File: src/rtl/vga_pkg.sv
// Shared definitions for the VGA timing generator: pattern modes, default
// 800x600@60 timing and the axis-total helper.
package vga_pkg;

    typedef enum logic [1:0] {
        MODE_EXT   = 2'd0,
        MODE_GRAD  = 2'd1,
        MODE_SOLID = 2'd2,
        MODE_CHECK = 2'd3
    } vga_mode_e;

    localparam int DEF_CLK_DIV   = 4;
    localparam int DEF_H_VISIBLE = 800;
    localparam int DEF_H_FRONT   = 40;
    localparam int DEF_H_SYNC    = 128;
    localparam int DEF_H_BACK    = 88;
    localparam int DEF_V_VISIBLE = 600;
    localparam int DEF_V_FRONT   = 1;
    localparam int DEF_V_SYNC    = 4;
    localparam int DEF_V_BACK    = 23;
    localparam int DEF_COUNT_W   = 11;

    function automatic int axis_total(input int visible, input int front,
                                      input int sync, input int back);
        return visible + front + sync + back;
    endfunction

endpackage

File: src/rtl/vga_axis_counter.sv
// One timing axis: wrapping position counter plus sync and visible-region
// decode. Used once per line (horizontal) and once per frame (vertical).
module vga_axis_counter
    import vga_pkg::*;
#(
    parameter int VISIBLE = DEF_H_VISIBLE,
    parameter int FRONT   = DEF_H_FRONT,
    parameter int SYNC    = DEF_H_SYNC,
    parameter int BACK    = DEF_H_BACK,
    parameter bit POS     = 1'b1,
    parameter int COUNT_W = DEF_COUNT_W
) (
    input  logic               clk,
    input  logic               nrst,
    input  logic               step,
    input  logic               en,
    output logic [COUNT_W-1:0] count,
    output logic               wrap,
    output logic               sync_active,
    output logic               visible
);

    localparam int TOTAL = axis_total(VISIBLE, FRONT, SYNC, BACK);
    localparam logic [COUNT_W-1:0] LAST       = COUNT_W'(TOTAL - 1);
    localparam logic [COUNT_W-1:0] SYNC_FIRST = COUNT_W'(VISIBLE + FRONT);
    localparam logic [COUNT_W-1:0] SYNC_LAST  = COUNT_W'(VISIBLE + FRONT + SYNC - 1);
    localparam logic [COUNT_W-1:0] VIS_END    = COUNT_W'(VISIBLE);

    if (TOTAL > (1 << COUNT_W)) begin : g_total_check
        $error("vga_axis_counter: total %0d does not fit in %0d bits", TOTAL, COUNT_W);
    end

    assign wrap    = (count == LAST);
    assign visible = (count < VIS_END);

    // sync_active is delivered at pin polarity, ready to register
    always_comb begin
        sync_active = ~POS;
        if ((count >= SYNC_FIRST) && (count <= SYNC_LAST)) begin
            sync_active = POS;
        end
    end

    always_ff @(posedge clk or negedge nrst) begin
        if (!nrst) begin
            count <= '0;
        end else if (step && en) begin
            count <= wrap ? '0 : count + 1'b1;
        end
    end

endmodule

File: src/rtl/vga_timing_gen.sv
// Parametrised VGA timing generator: pixel-strobe divider, H/V timing,
// frame-latched pattern mode and the registered colour/sync output stage.
module vga_timing_gen
    import vga_pkg::*;
#(
    parameter int CLK_DIV     = DEF_CLK_DIV,
    parameter int H_VISIBLE   = DEF_H_VISIBLE,
    parameter int H_FRONT     = DEF_H_FRONT,
    parameter int H_SYNC      = DEF_H_SYNC,
    parameter int H_BACK      = DEF_H_BACK,
    parameter int V_VISIBLE   = DEF_V_VISIBLE,
    parameter int V_FRONT     = DEF_V_FRONT,
    parameter int V_SYNC      = DEF_V_SYNC,
    parameter int V_BACK      = DEF_V_BACK,
    parameter bit HSYNC_POS   = 1'b1,
    parameter bit VSYNC_POS   = 1'b1,
    parameter int COUNT_W     = DEF_COUNT_W,
    parameter int COLOR_W     = 4,
    parameter int GRAD_SHIFT  = 5,
    parameter int BAND_SHIFT  = 6,
    parameter int CHECK_SHIFT = 5
) (
    input  logic                 clk,
    input  logic                 nrst,
    input  logic [1:0]           mode_sel,
    input  logic [3*COLOR_W-1:0] ext_rgb,
    output logic                 pix_tick,
    output logic [COUNT_W-1:0]   hpos,
    output logic [COUNT_W-1:0]   vpos,
    output logic                 line_start,
    output logic                 frame_start,
    output logic                 hsync,
    output logic                 vsync,
    output logic                 de,
    output logic [COLOR_W-1:0]   red,
    output logic [COLOR_W-1:0]   green,
    output logic [COLOR_W-1:0]   blue
);

    localparam int DIV_W = (CLK_DIV > 1) ? $clog2(CLK_DIV) : 1;
    localparam logic [DIV_W-1:0] DIV_LAST = DIV_W'(CLK_DIV - 1);

    logic [DIV_W-1:0]     div_cnt;
    logic                 tick;
    logic                 h_wrap, v_wrap;
    logic                 h_sync_lvl, v_sync_lvl;
    logic                 h_vis, v_vis;
    logic                 line_px, frame_px;
    vga_mode_e            mode_q, mode_eff;
    logic [3*COLOR_W-1:0] solid_q, solid_eff, rgb_next, rgb_q;
    logic [COLOR_W-1:0]   grad;

    always_ff @(posedge clk or negedge nrst) begin
        if (!nrst) begin
            div_cnt <= '0;
        end else if (div_cnt == DIV_LAST) begin
            div_cnt <= '0;
        end else begin
            div_cnt <= div_cnt + 1'b1;
        end
    end

    assign tick = (div_cnt == '0);

    vga_axis_counter #(
        .VISIBLE(H_VISIBLE), .FRONT(H_FRONT), .SYNC(H_SYNC), .BACK(H_BACK),
        .POS(HSYNC_POS), .COUNT_W(COUNT_W)
    ) u_h_axis (
        .clk(clk), .nrst(nrst), .step(tick), .en(1'b1),
        .count(hpos), .wrap(h_wrap), .sync_active(h_sync_lvl), .visible(h_vis)
    );

    vga_axis_counter #(
        .VISIBLE(V_VISIBLE), .FRONT(V_FRONT), .SYNC(V_SYNC), .BACK(V_BACK),
        .POS(VSYNC_POS), .COUNT_W(COUNT_W)
    ) u_v_axis (
        .clk(clk), .nrst(nrst), .step(tick), .en(h_wrap),
        .count(vpos), .wrap(v_wrap), .sync_active(v_sync_lvl), .visible(v_vis)
    );

    // Origin flags track hpos==0 / (hpos,vpos)==(0,0) from the wrap decodes
    always_ff @(posedge clk or negedge nrst) begin
        if (!nrst) begin
            line_px  <= 1'b1;
            frame_px <= 1'b1;
        end else if (tick) begin
            line_px  <= h_wrap;
            frame_px <= h_wrap && v_wrap;
        end
    end

    // The first pixel of a frame already uses the mode/colour sampled on it
    assign mode_eff  = frame_px ? vga_mode_e'(mode_sel) : mode_q;
    assign solid_eff = frame_px ? ext_rgb : solid_q;
    assign grad      = hpos[GRAD_SHIFT +: COLOR_W];

    always_ff @(posedge clk or negedge nrst) begin
        if (!nrst) begin
            mode_q  <= MODE_EXT;
            solid_q <= '0;
        end else if (tick && frame_px) begin
            mode_q  <= mode_eff;
            solid_q <= ext_rgb;
        end
    end

    always_comb begin
        rgb_next = '0;
        if (h_vis && v_vis) begin
            case (mode_eff)
                MODE_EXT:   rgb_next = ext_rgb;
                MODE_GRAD:  rgb_next = {grad & {COLOR_W{vpos[BAND_SHIFT+2]}},
                                        grad & {COLOR_W{vpos[BAND_SHIFT+1]}},
                                        grad & {COLOR_W{vpos[BAND_SHIFT]}}};
                MODE_SOLID: rgb_next = solid_eff;
                MODE_CHECK: rgb_next = {(3*COLOR_W){hpos[CHECK_SHIFT] ^ vpos[CHECK_SHIFT]}};
                default:    rgb_next = '0;
            endcase
        end
    end

    always_ff @(posedge clk or negedge nrst) begin
        if (!nrst) begin
            pix_tick    <= 1'b0;
            line_start  <= 1'b0;
            frame_start <= 1'b0;
            hsync       <= ~HSYNC_POS;
            vsync       <= ~VSYNC_POS;
            de          <= 1'b0;
            rgb_q       <= '0;
        end else begin
            pix_tick    <= tick;
            line_start  <= tick && line_px;
            frame_start <= tick && frame_px;
            if (tick) begin
                hsync <= h_sync_lvl;
                vsync <= v_sync_lvl;
                de    <= h_vis && v_vis;
                rgb_q <= rgb_next;
            end
        end
    end

    assign red   = rgb_q[3*COLOR_W-1 -: COLOR_W];
    assign green = rgb_q[2*COLOR_W-1 -: COLOR_W];
    assign blue  = rgb_q[COLOR_W-1:0];

endmodule

File: config.mk
export PLATFORM = sky130hd
export DESIGN_NAME = vga_timing_gen
export DESIGN_NICKNAME = d
export VERILOG_FILES = /design/src/rtl/vga_pkg.sv /design/src/rtl/vga_axis_counter.sv /design/src/rtl/vga_timing_gen.sv
export SDC_FILE = /design/constraint.sdc
export NUM_CORES = 1
export LEC_CHECK = 0
export CAP_MARGIN = 20
export CELL_PAD_IN_SITES_DETAIL_PLACEMENT = 1
export CELL_PAD_IN_SITES_GLOBAL_PLACEMENT = 2
export CORE_UTILIZATION = 36
export DETAILED_ROUTE_END_ITERATION = 8
export PLACE_DENSITY_LB_ADDON = 0.1
export SETUP_SLACK_MARGIN = 0.5
export SYNTH_ARGS = -nofsm -noshare
export SYNTH_HDL_FRONTEND = slang
export SYNTH_HIERARCHICAL = 1
export SYNTH_SLANG_ARGS = --single-unit
File: constraint.sdc
create_clock -name clk -period 6.24 [get_ports clk]
set_input_delay 1.248 -clock clk [delete_from_list [all_inputs] [get_ports clk]]
set_output_delay 1.248 -clock clk [all_outputs]
set_load 0.02 [all_outputs]
-- Word-level counts from Yosys, hierarchy flattened
Cells that the tools add are included.
- RAM bits: 0
- bits in latches: 0
- input bits: 16
- register bits after elaboration: 58
- word-level logic and storage cells: 51
- output and inout port bits: 40
- bits in read-only memories: 0
- memories: 0
- $lt $le $gt $ge: 6
- divide/modulo/power cells: 0
- reductions and logical operators: 9
- shift operators: 0
- add/sub/neg operators: 3
- eq/ne operators: 6
- multiplexer cells: 9
- $mul: 0
- bitwise operators: 4
- operators with widths (operator ; number):
    case mux 12 bit (4 select lines) ; 1
    2-to-1 mux 12 bit ; 2
    adder 11 x 1 -> 11 bit, second input constant ; 2
    >= comparator 11 x 10 -> 1 bit, second input constant ; 2
    less-or-equal comparator 11 x 10 -> 1 bit, second input constant ; 2
    < comparator 11 x 10 -> 1 bit, second input constant ; 2
    2-to-1 mux 11 bit ; 2
    AND 4 bit ; 3
    equality test 11 x 10 -> 1 bit, second input constant ; 1
    equality test 11 bit, second input constant ; 1
    logical AND 1 bit ; 7
    equality test 2 bit, second input constant ; 3
    zero test 2 bit ; 2
    2-to-1 mux 2 bit ; 2
    adder 2 x 1 -> 2 bit, second input constant ; 1
    equality test 2 x 1 -> 1 bit, second input constant ; 1
    2-to-1 mux 1 bit ; 2
    XOR 1 bit ; 1

-- Depth between registers and ports, before layout
Gate-level depths: netlist of run 1.
- depth after elaboration: 4
- gate-level depth with buffers: 7
- mapped depth without buffers: 7

-- Hierarchy
Netlist of run 1, hierarchy kept.
- modules (own cells, without submodules) (module ; seq. area each (um2) ; cells each ; area an instance (um2) ; times used):
    vga_timing_gen ; 903.4 ; 150 ; 1824.2 ; 1
    vga_axis_counter (u_v_axis) ; 275.3 ; 68 ; 649.4 ; 1
    vga_axis_counter (u_h_axis) ; 275.3 ; 64 ; 608.1 ; 1

-- Least setup slack after synthesis of run 1
Ideal clock, no wire load.
- kind: reg-to-reg
- from: reg u_h_axis.count[5]
- to: reg u_v_axis.count[9]
- arrival: 2.049 ns
- path buffers: 0
- period minus slack after synthesis: 2.173 ns
- setup slack: 4.067 ns
- required time: 6.116 ns
- cell stages (with the launch flop): 7
- library setup time: 0.124 ns
- cell sequence: dfrtp_1 > or3_1 > nor3_2 > nand2_1 > nor4_1 > xnor2_1 > a21oi_1
- cells in the longest elaborated chain, start to end: 2
- RTL lines (element ; RTL line ; text):
    start: declaration ; vga_axis_counter.sv:17 ; output logic [COUNT_W-1:0] count,
    start signal: assignment ; vga_axis_counter.sv:48 ; count <= wrap ? '0 : count + 1'b1;
    equality test 11 bit ; vga_axis_counter.sv:33 ; assign wrap = (count == LAST);
    net h_wrap ; vga_timing_gen.sv:45 ; logic h_wrap, v_wrap;
    logical AND 1 bit ; vga_axis_counter.sv:47 ; end else if (step && en) begin
    end signal: assignment ; vga_axis_counter.sv:48 ;
    end: declaration ; vga_axis_counter.sv:17 ;
The timed path passes the listed nets, and every way through them passes these cells.
A chain may end at the register's enable or synchronous reset.

-- Worst setup path after layout of run 1
- from: in mode_sel[0]
- to: reg rgb_q[5]
- cells in the longest elaborated chain, start to end: 4
- elaborated cells on any way between the ends: 7
- classes of those cells: 3 x eq/ne; 3 x mux; 1 x reduce/logical
- RTL lines (element ; RTL line ; text):
    start: declaration ; vga_timing_gen.sv:25 ; input logic [1:0] mode_sel,
    2-to-1 mux 2 bit (*) ; vga_timing_gen.sv:93 ; assign mode_eff = frame_px ? vga_mode_e'(mode_sel) : mode_q;
    equality test 2 bit, or another cell as far along ; vga_timing_gen.sv:110 ; case (mode_eff)
    case mux 12 bit (4 select lines) (*) ; vga_timing_gen.sv:110 ;
    2-to-1 mux 12 bit (*) ; vga_timing_gen.sv:109 ; if (h_vis && v_vis) begin
    end signal: assignment ; vga_timing_gen.sv:139 ; rgb_q <= rgb_next;
    end: declaration ; vga_timing_gen.sv:50 ; logic [3*COLOR_W-1:0] solid_q, solid_eff, rgb_next, rgb_q;
Every way passes the cells marked *; elsewhere a longest branch is shown, timed or not.

==> results of run 1 <==
==> where the power goes <==
part	internal, uW	switching (uW)	total, uW	leakage [uW]
Sequential	391	20.1	411	0.000739
Combinational	47.6	52.7	100	0.000842
Clock	162	145	307	0.0000920
Total	600	218	818	0.00167
==> layer usage <==
layer,share of wire [%],global-route usage [%]
met1,47,24.0
met2,48,31.4
met3,3.8,4.67
met4,1.1,5.68
met5,0,0
==> cell families (layout without fill, tap and decap cells) <==
kind of cell	count (synthesis)	after routing
buffers and inverters	21	82
adder cells (fa/ha/maj)	6	6
multiplexers	28	28
AND/OR/NAND/NOR	95	95
flip-flops	58	58
other	1	3
AO/OA/AOI/OAI	58	58
XOR/XNOR	15	15
==> how the worst min path moves through the flow <==
stage | startpoint | cells past startpoint | endpoint | slack [ps]
floorplan | div_cnt[0]$_DFF_PN0_ | 1 | div_cnt[0]$_DFF_PN0_ | 430
global placement | div_cnt[0]$_DFF_PN0_ | 1 | div_cnt[0]$_DFF_PN0_ | 450
detailed placement | div_cnt[0]$_DFF_PN0_ | 1 | div_cnt[0]$_DFF_PN0_ | 450
CTS | div_cnt[0]$_DFF_PN0_ | 1 | div_cnt[0]$_DFF_PN0_ | 460
global route | div_cnt[0]$_DFF_PN0_ | 1 | div_cnt[0]$_DFF_PN0_ | 500
finish | div_cnt[0]$_DFF_PN0_ | 1 | div_cnt[0]$_DFF_PN0_ | 450
==> per-stage QoR <==
step	std cells	area [sq um]	power, uW	hold WS (ps)
floorplan	284	3090	467	428
global placement	435	3700	518	445
detailed placement	435	3700	520	449
CTS	450	3870	832	464
global route	450	3870	852	498
finish	450	3870	818	454
==> critical path: stages <==
cell and delay (ps):
clkdlybuf4s50_1 460, mux2i_2 760, o21ba_1 420, a221oi_2 310
a21o_1 120
==> flip-flops by register name, summed over array words and instances, names as in the netlist, 2 cells and up <==
register        cells
u_h_axis/count     11
u_v_axis/count     11
mode_q              2
solid_q            12
div_cnt             2
rgb_q              12
==> cell type report <==
| class | count | area share [%] |
|---|---|---|
| Multi-Input combinational cell | 205 | 39.3 |
| Sequential cell | 58 | 37.5 |
| Timing Repair Buffer | 56 | 14.3 |
| Clock buffer | 12 | 4.01 |
| Tap cell | 105 | 3.39 |
| Inverter | 11 | 1.07 |
| Clock inverter | 3 | 0.388 |
==> synth_stat cells (7+ instances only) <==
| cell | n |
|---|---|
| and2_1 | 7 |
| o21ai_0 | 11 |
| a21o_1 | 10 |
| a221oi_2 | 9 |
| mux2i_1 | 9 |
| xnor2_1 | 9 |
| nand2_1 | 24 |
| mux2_2 | 17 |
| a21oi_1 | 10 |
| nand3_1 | 16 |
| inv_1 | 11 |
| dfrtp_1 | 56 |
| nor3_1 | 9 |
==> flow_metrics.env, run 1 <==
export IMPL_status="finished, final reports clean"
export IMPL_synth_distinct_cells=50
export IMPL_fin_worst_skew_ps=9.18
export IMPL_dr_total_vias=2390
export IMPL_synth_area_per_cell_sq_um=10.9
export IMPL_antenna_left=0
export IMPL_antenna_found_initial=0
export IMPL_setup_viol=0
export IMPL_clk_pin_slew_ps=60
export IMPL_clock_latency_ps=340
export IMPL_timing_rr_start="u_h_axis/count[5]$_DFFE_PN0P_"
export IMPL_fill_cells=927
export IMPL_setup_tns_ps=0
export IMPL_synth_edf_count=0
export IMPL_multiInputGateArea_sq_um=1520
export IMPL_area_growth_pct=25.7
export IMPL_rr_endpoint="u_v_axis/count[9]$_DFFE_PN0P_"
export IMPL_yosysTopAreaCell="dfrtp_1"
export IMPL_cap_violations=0
export IMPL_rsz0062_at_grt="no"
export IMPL_yosysSeqAreaShare_pct=47.2
export IMPL_postCtsSetupBuffers=0
export IMPL_min_period_over_period_pct=49.0
export IMPL_synth_seq_cells=58
export IMPL_critPathRequiredTime_ps=6510
export IMPL_grt_max_degree=59
export IMPL_worstSetupStartpointType="primary input"
export IMPL_start_util_pct=37.3
export IMPL_worst_pin_slew_ps=942
export IMPL_cts_hold_buffers=0
export IMPL_synth_compound_gate_area_share_pct=14.9
export IMPL_ctsResizeCount=0
export IMPL_ios=56
export IMPL_dieArea_sq_um=8930
export IMPL_slew_headroom_pct=36.0
export IMPL_cts_made_buffers=9
export IMPL_regArea_sq_um=1450
export IMPL_async_flop_share_pct=100
export IMPL_core_area_sq_um=8260
export IMPL_rows=33
export IMPL_via_per_inst=5.31
export IMPL_synth_ff_type="dfrtp_1"
export IMPL_die_w_um=94.5
export IMPL_synthAdderAreaFrac_pct=2.44
export IMPL_synth_cells=282
export IMPL_criticalPathCategory="in2reg"
export IMPL_h_tree_depth=3
export IMPL_grt_first_pass_wirelength_um=12900
export IMPL_endpoint_kind="flip-flop"
export IMPL_layout_drive_gt1_share_pct=15.9
export IMPL_syn_area_sq_um=3080
export IMPL_r2r_slack_ps=3660
export IMPL_finalWirelength_um=7620
export IMPL_yosysTopAreaCellShare_pct=45.5
export IMPL_layout_common_cells="dfrtp_1 (56), clkdlybuf4s50_1 (54), nand2_1 (24)"
export IMPL_diodes=0
export IMPL_yosysWarningCount=6
export IMPL_cellLeakagePower_uw=0.00167
export IMPL_final_common_cell="dfrtp_1"
export IMPL_cp_arrival_ps=3330
export IMPL_hpwl_um=5430
export IMPL_synthSimpleGateAreaFrac_pct=17.1
export IMPL_cts_root_buf="clkbuf_8"
export IMPL_synth_top_family_by_area="simple AND/OR/NAND/NOR gates"
export IMPL_reg2reg_depth=6
export IMPL_period_needed_ps=3060
export IMPL_finish_utilization_pct=46.9
export IMPL_drt_first_iter_violations=62
export IMPL_hold_viol=0
export IMPL_hold_path_class="reg2reg"
export IMPL_fin_nets=363
export IMPL_grt_overflow=0
export IMPL_synth_area_leaders="dfrtp_1 (45%), mux2_2 (6.2%), a221oi_2 (4.4%)"
export IMPL_fmax_mhz=327
export IMPL_synthXorXnorAreaFrac_pct=4.26
export IMPL_crit_fanout=13
export IMPL_muxShareOfSynthArea_pct=10.3
export IMPL_powerDensity_nw_per_um2=211
export IMPL_first_pass_iters=4
export IMPL_grt_pass1_vias=2556
export IMPL_place_ws_ps=2830
export IMPL_critPathLaunch="mode_sel[0]"
export IMPL_port_buffers=55
export IMPL_die_h_um=94.5
export IMPL_wl_per_cell_um=16.9
export IMPL_cts_sinks=58
export IMPL_place_congestion=0.729
export IMPL_fin_ws_ps=3180
export IMPL_grtUsageTotal_pct=18.8
export IMPL_cts_tree="yes"
export IMPL_peakVddDrop_mv=0.154
export IMPL_drcViolationCount=0
export IMPL_clk_path_buf_depth=2
export IMPL_slew_viol_final=0
export IMPL_crit_path_end="rgb_q[5]$_DFFE_PN0P_"
Note: power is estimated with default switching activity, not from simulation.
==> inputs of run 2 (changes only) <==
- CORE_UTILIZATION: 36 -> 30
- clock period: 6.24 -> 2.5 ns (I/O delays scaled with it)
==> run 2 against run 1 <==
Effect of this change:
- combinational power rose to 2.6 times the previous value
- sequential power grew to 2.5 times the previous value
- first-iteration DRC count shrank 29%
- hold slack got worse by 340 ps
- clock skew shrank 1.5 ps
- core utilization down 4.5 points
- cell area rose by 7.9%
- critical path depth is 4 lower
- non-clock buffer count is 18 higher
- highest routed layer unchanged
==> flow_metrics.env, run 2 (synthesis gave the netlist of run 1 again) <==
export IMPL_dr_total_vias=2452
export IMPL_via_per_inst=4.93
export IMPL_drcViolationCount=0
export IMPL_p_seq_share_pct=45.3
export IMPL_worstSetupStartpointType="flip-flop"
export IMPL_r2r_slack_ps=590
export IMPL_rows=36
export IMPL_cap_violations=0
export IMPL_grt_overflow=0
export IMPL_layout_drive_gt1_share_pct=25.0
export IMPL_dieArea_sq_um=10700
export IMPL_status="finished, final reports clean"
export IMPL_setup_tns_ps=0
export IMPL_switching_share_pct=26.0
export IMPL_critical_path_top_delay_family="buffers and inverters"
export IMPL_first_pass_iters=4
export IMPL_clk_path_buf_depth=2
export IMPL_cts_tree="yes"
export IMPL_slew_viol_final=0
export IMPL_layout_common_cells="dfrtp_1 (49), clkdlybuf4s50_1 (42), nand2_1 (23)"
export IMPL_critical_path_slowest_cell="clkdlybuf4s50_1"
export IMPL_final_common_cell="dfrtp_1"
export IMPL_port_buffers=55
export IMPL_place_congestion=0.738
export IMPL_clkPwrFrac_pct=43.4
export IMPL_start_util_pct=31.2
export IMPL_hpwl_um=6050
export IMPL_grt_max_degree=27
export IMPL_path_buf_inv=1
export IMPL_cts_root_buf="clkbuf_8"
export IMPL_grt_first_pass_wirelength_um=13300
export IMPL_critPathRequiredTime_ps=2000
export IMPL_hold_path_class="in2async"
export IMPL_slew_headroom_pct=63.6
export IMPL_crit_fanout=5
export IMPL_die_h_um=103
export IMPL_fin_worst_skew_ps=7.71
export IMPL_drt_first_iter_violations=44
export IMPL_rsz0062_at_grt="yes"
export IMPL_die_w_um=103
export IMPL_p_total_uw=2280
export IMPL_cp_arrival_ps=1460
export IMPL_grtUsageTotal_pct=16.8
export IMPL_finalWirelength_um=8240
export IMPL_antenna_left=0
export IMPL_internal_power_uw=1680
export IMPL_cellLeakagePower_uw=0.00194
export IMPL_wl_per_cell_um=16.6
export IMPL_slowest_delay_ps=650
export IMPL_ios=56
export IMPL_p_switching_uw=591
export IMPL_comb_power_share_pct=11.3
export IMPL_area_growth_pct=35.6
export IMPL_min_period_over_period_pct=78.4
export IMPL_diodes=0
export IMPL_peakVddDrop_mv=0.277
export IMPL_cts_made_buffers=9
export IMPL_antenna_found_initial=0
export IMPL_h_tree_depth=3
export IMPL_worst_pin_slew_ps=546
export IMPL_criticalPathCategory="reg2out"
export IMPL_powerDensity_nw_per_um2=544
export IMPL_clk_pin_slew_ps=70
export IMPL_cts_sinks=58
export IMPL_grt_pass1_vias=2584
export IMPL_period_needed_ps=1960
export IMPL_fmax_mhz=510
export IMPL_fill_cells=1084
export IMPL_path_cells="clkdlybuf4s50_1"
export IMPL_hold_viol=0
export IMPL_clock_latency_ps=340
export IMPL_endpoint_kind="output pin"
export IMPL_cts_hold_buffers=0
export IMPL_core_area_sq_um=9860
export IMPL_reg_largest_list="rgb_q x12, solid_q x12"
export IMPL_fin_nets=381
export IMPL_setup_viol=0
run 2: cell count changes in the layout (fill, tap and decap cells not counted), sizes merged:
cell | before | now
buf | 2 | 20
bufinv | 0 | 2
clkinv | 3 | 2
clkdlybuf4s50 | 54 | 42
dlygate4sd2 | 0 | 6
dlymetal6s2s | 0 | 6
clkinvlp | 0 | 1
clkbuf | 12 | 11
run 2: path summary, 6_finish.rpt:
kind / startpoint / end / cells past startpoint
min in group clk: div_cnt[0]$_DFF_PN0_ / div_cnt[0]$_DFF_PN0_ / 1
worst min register to register: div_cnt[0]$_DFF_PN0_ / div_cnt[0]$_DFF_PN0_ / 1
worst max-delay path: u_h_axis/count[2]$_DFFE_PN0P_ / hpos[2] / 1
worst min-delay path: nrst / hsync$_DFFE_PN0P_ / 1
max in group asynchronous: nrst / rgb_q[2]$_DFFE_PN0P_ / 2
worst max register to register: u_h_axis/count[9]$_DFFE_PN0P_ / u_v_axis/count[5]$_DFFE_PN0P_ / 7
run 2: cell type report:
cell class,instances,area (sq um),area share [%]
multi-input cells,205,1590,38.1
flip-flops and latches,58,1460,35.0
repair buffers,74,696,16.6
well taps,133,166,3.98
clock buffers,11,141,3.38
clock inverters,5,77.6,1.86
inverters,11,41.3,0.988
run 2: metrics by stage:
step | hold slack [ps] | util [%] | setup WS (ps) | instance area, sq um | std cells
6_report | 117 | 42.4 | 540 | 4180 | 497
5_1_grt | 147 | 42.4 | 483 | 4180 | 497
4_1_cts | 125 | 41.5 | 470 | 4100 | 493
3_5_place_dp | 462 | 39.2 | 347 | 3860 | 477
3_3_place_gp | 442 | 39.2 | 359 | 3860 | 477
2_1_floorplan | 204 | - | 501 | 3110 | 284
run 2: power groups by stage:
stage	clock (uW)	sequential [uW]	combinational, uW
after floorplan	0	1070	101
after global placement	0	1040	259
after detailed placement	0	1040	260
after CTS	1020	1030	261
after global routing	1050	1040	284
final	987	1030	257
run 2: routing by layer:
metal / global-route usage (%) / routed length, um / up-vias
met3: 2.96 / 266 / 11
met4: 7.15 / 131 / 0
met1: 21.7 / 3920 / 1224
li1: - / - / 1179
met2: 27.8 / 3920 / 38
met5: 0 / 0 / -
run 2: what timing repair did:
action,4_1_cts,5_1_grt
endpoints found under the setup margin,12,20
setup buffers,0,4
gates cloned,0,0
pin swaps,2,0
gates resized for setup,12,16
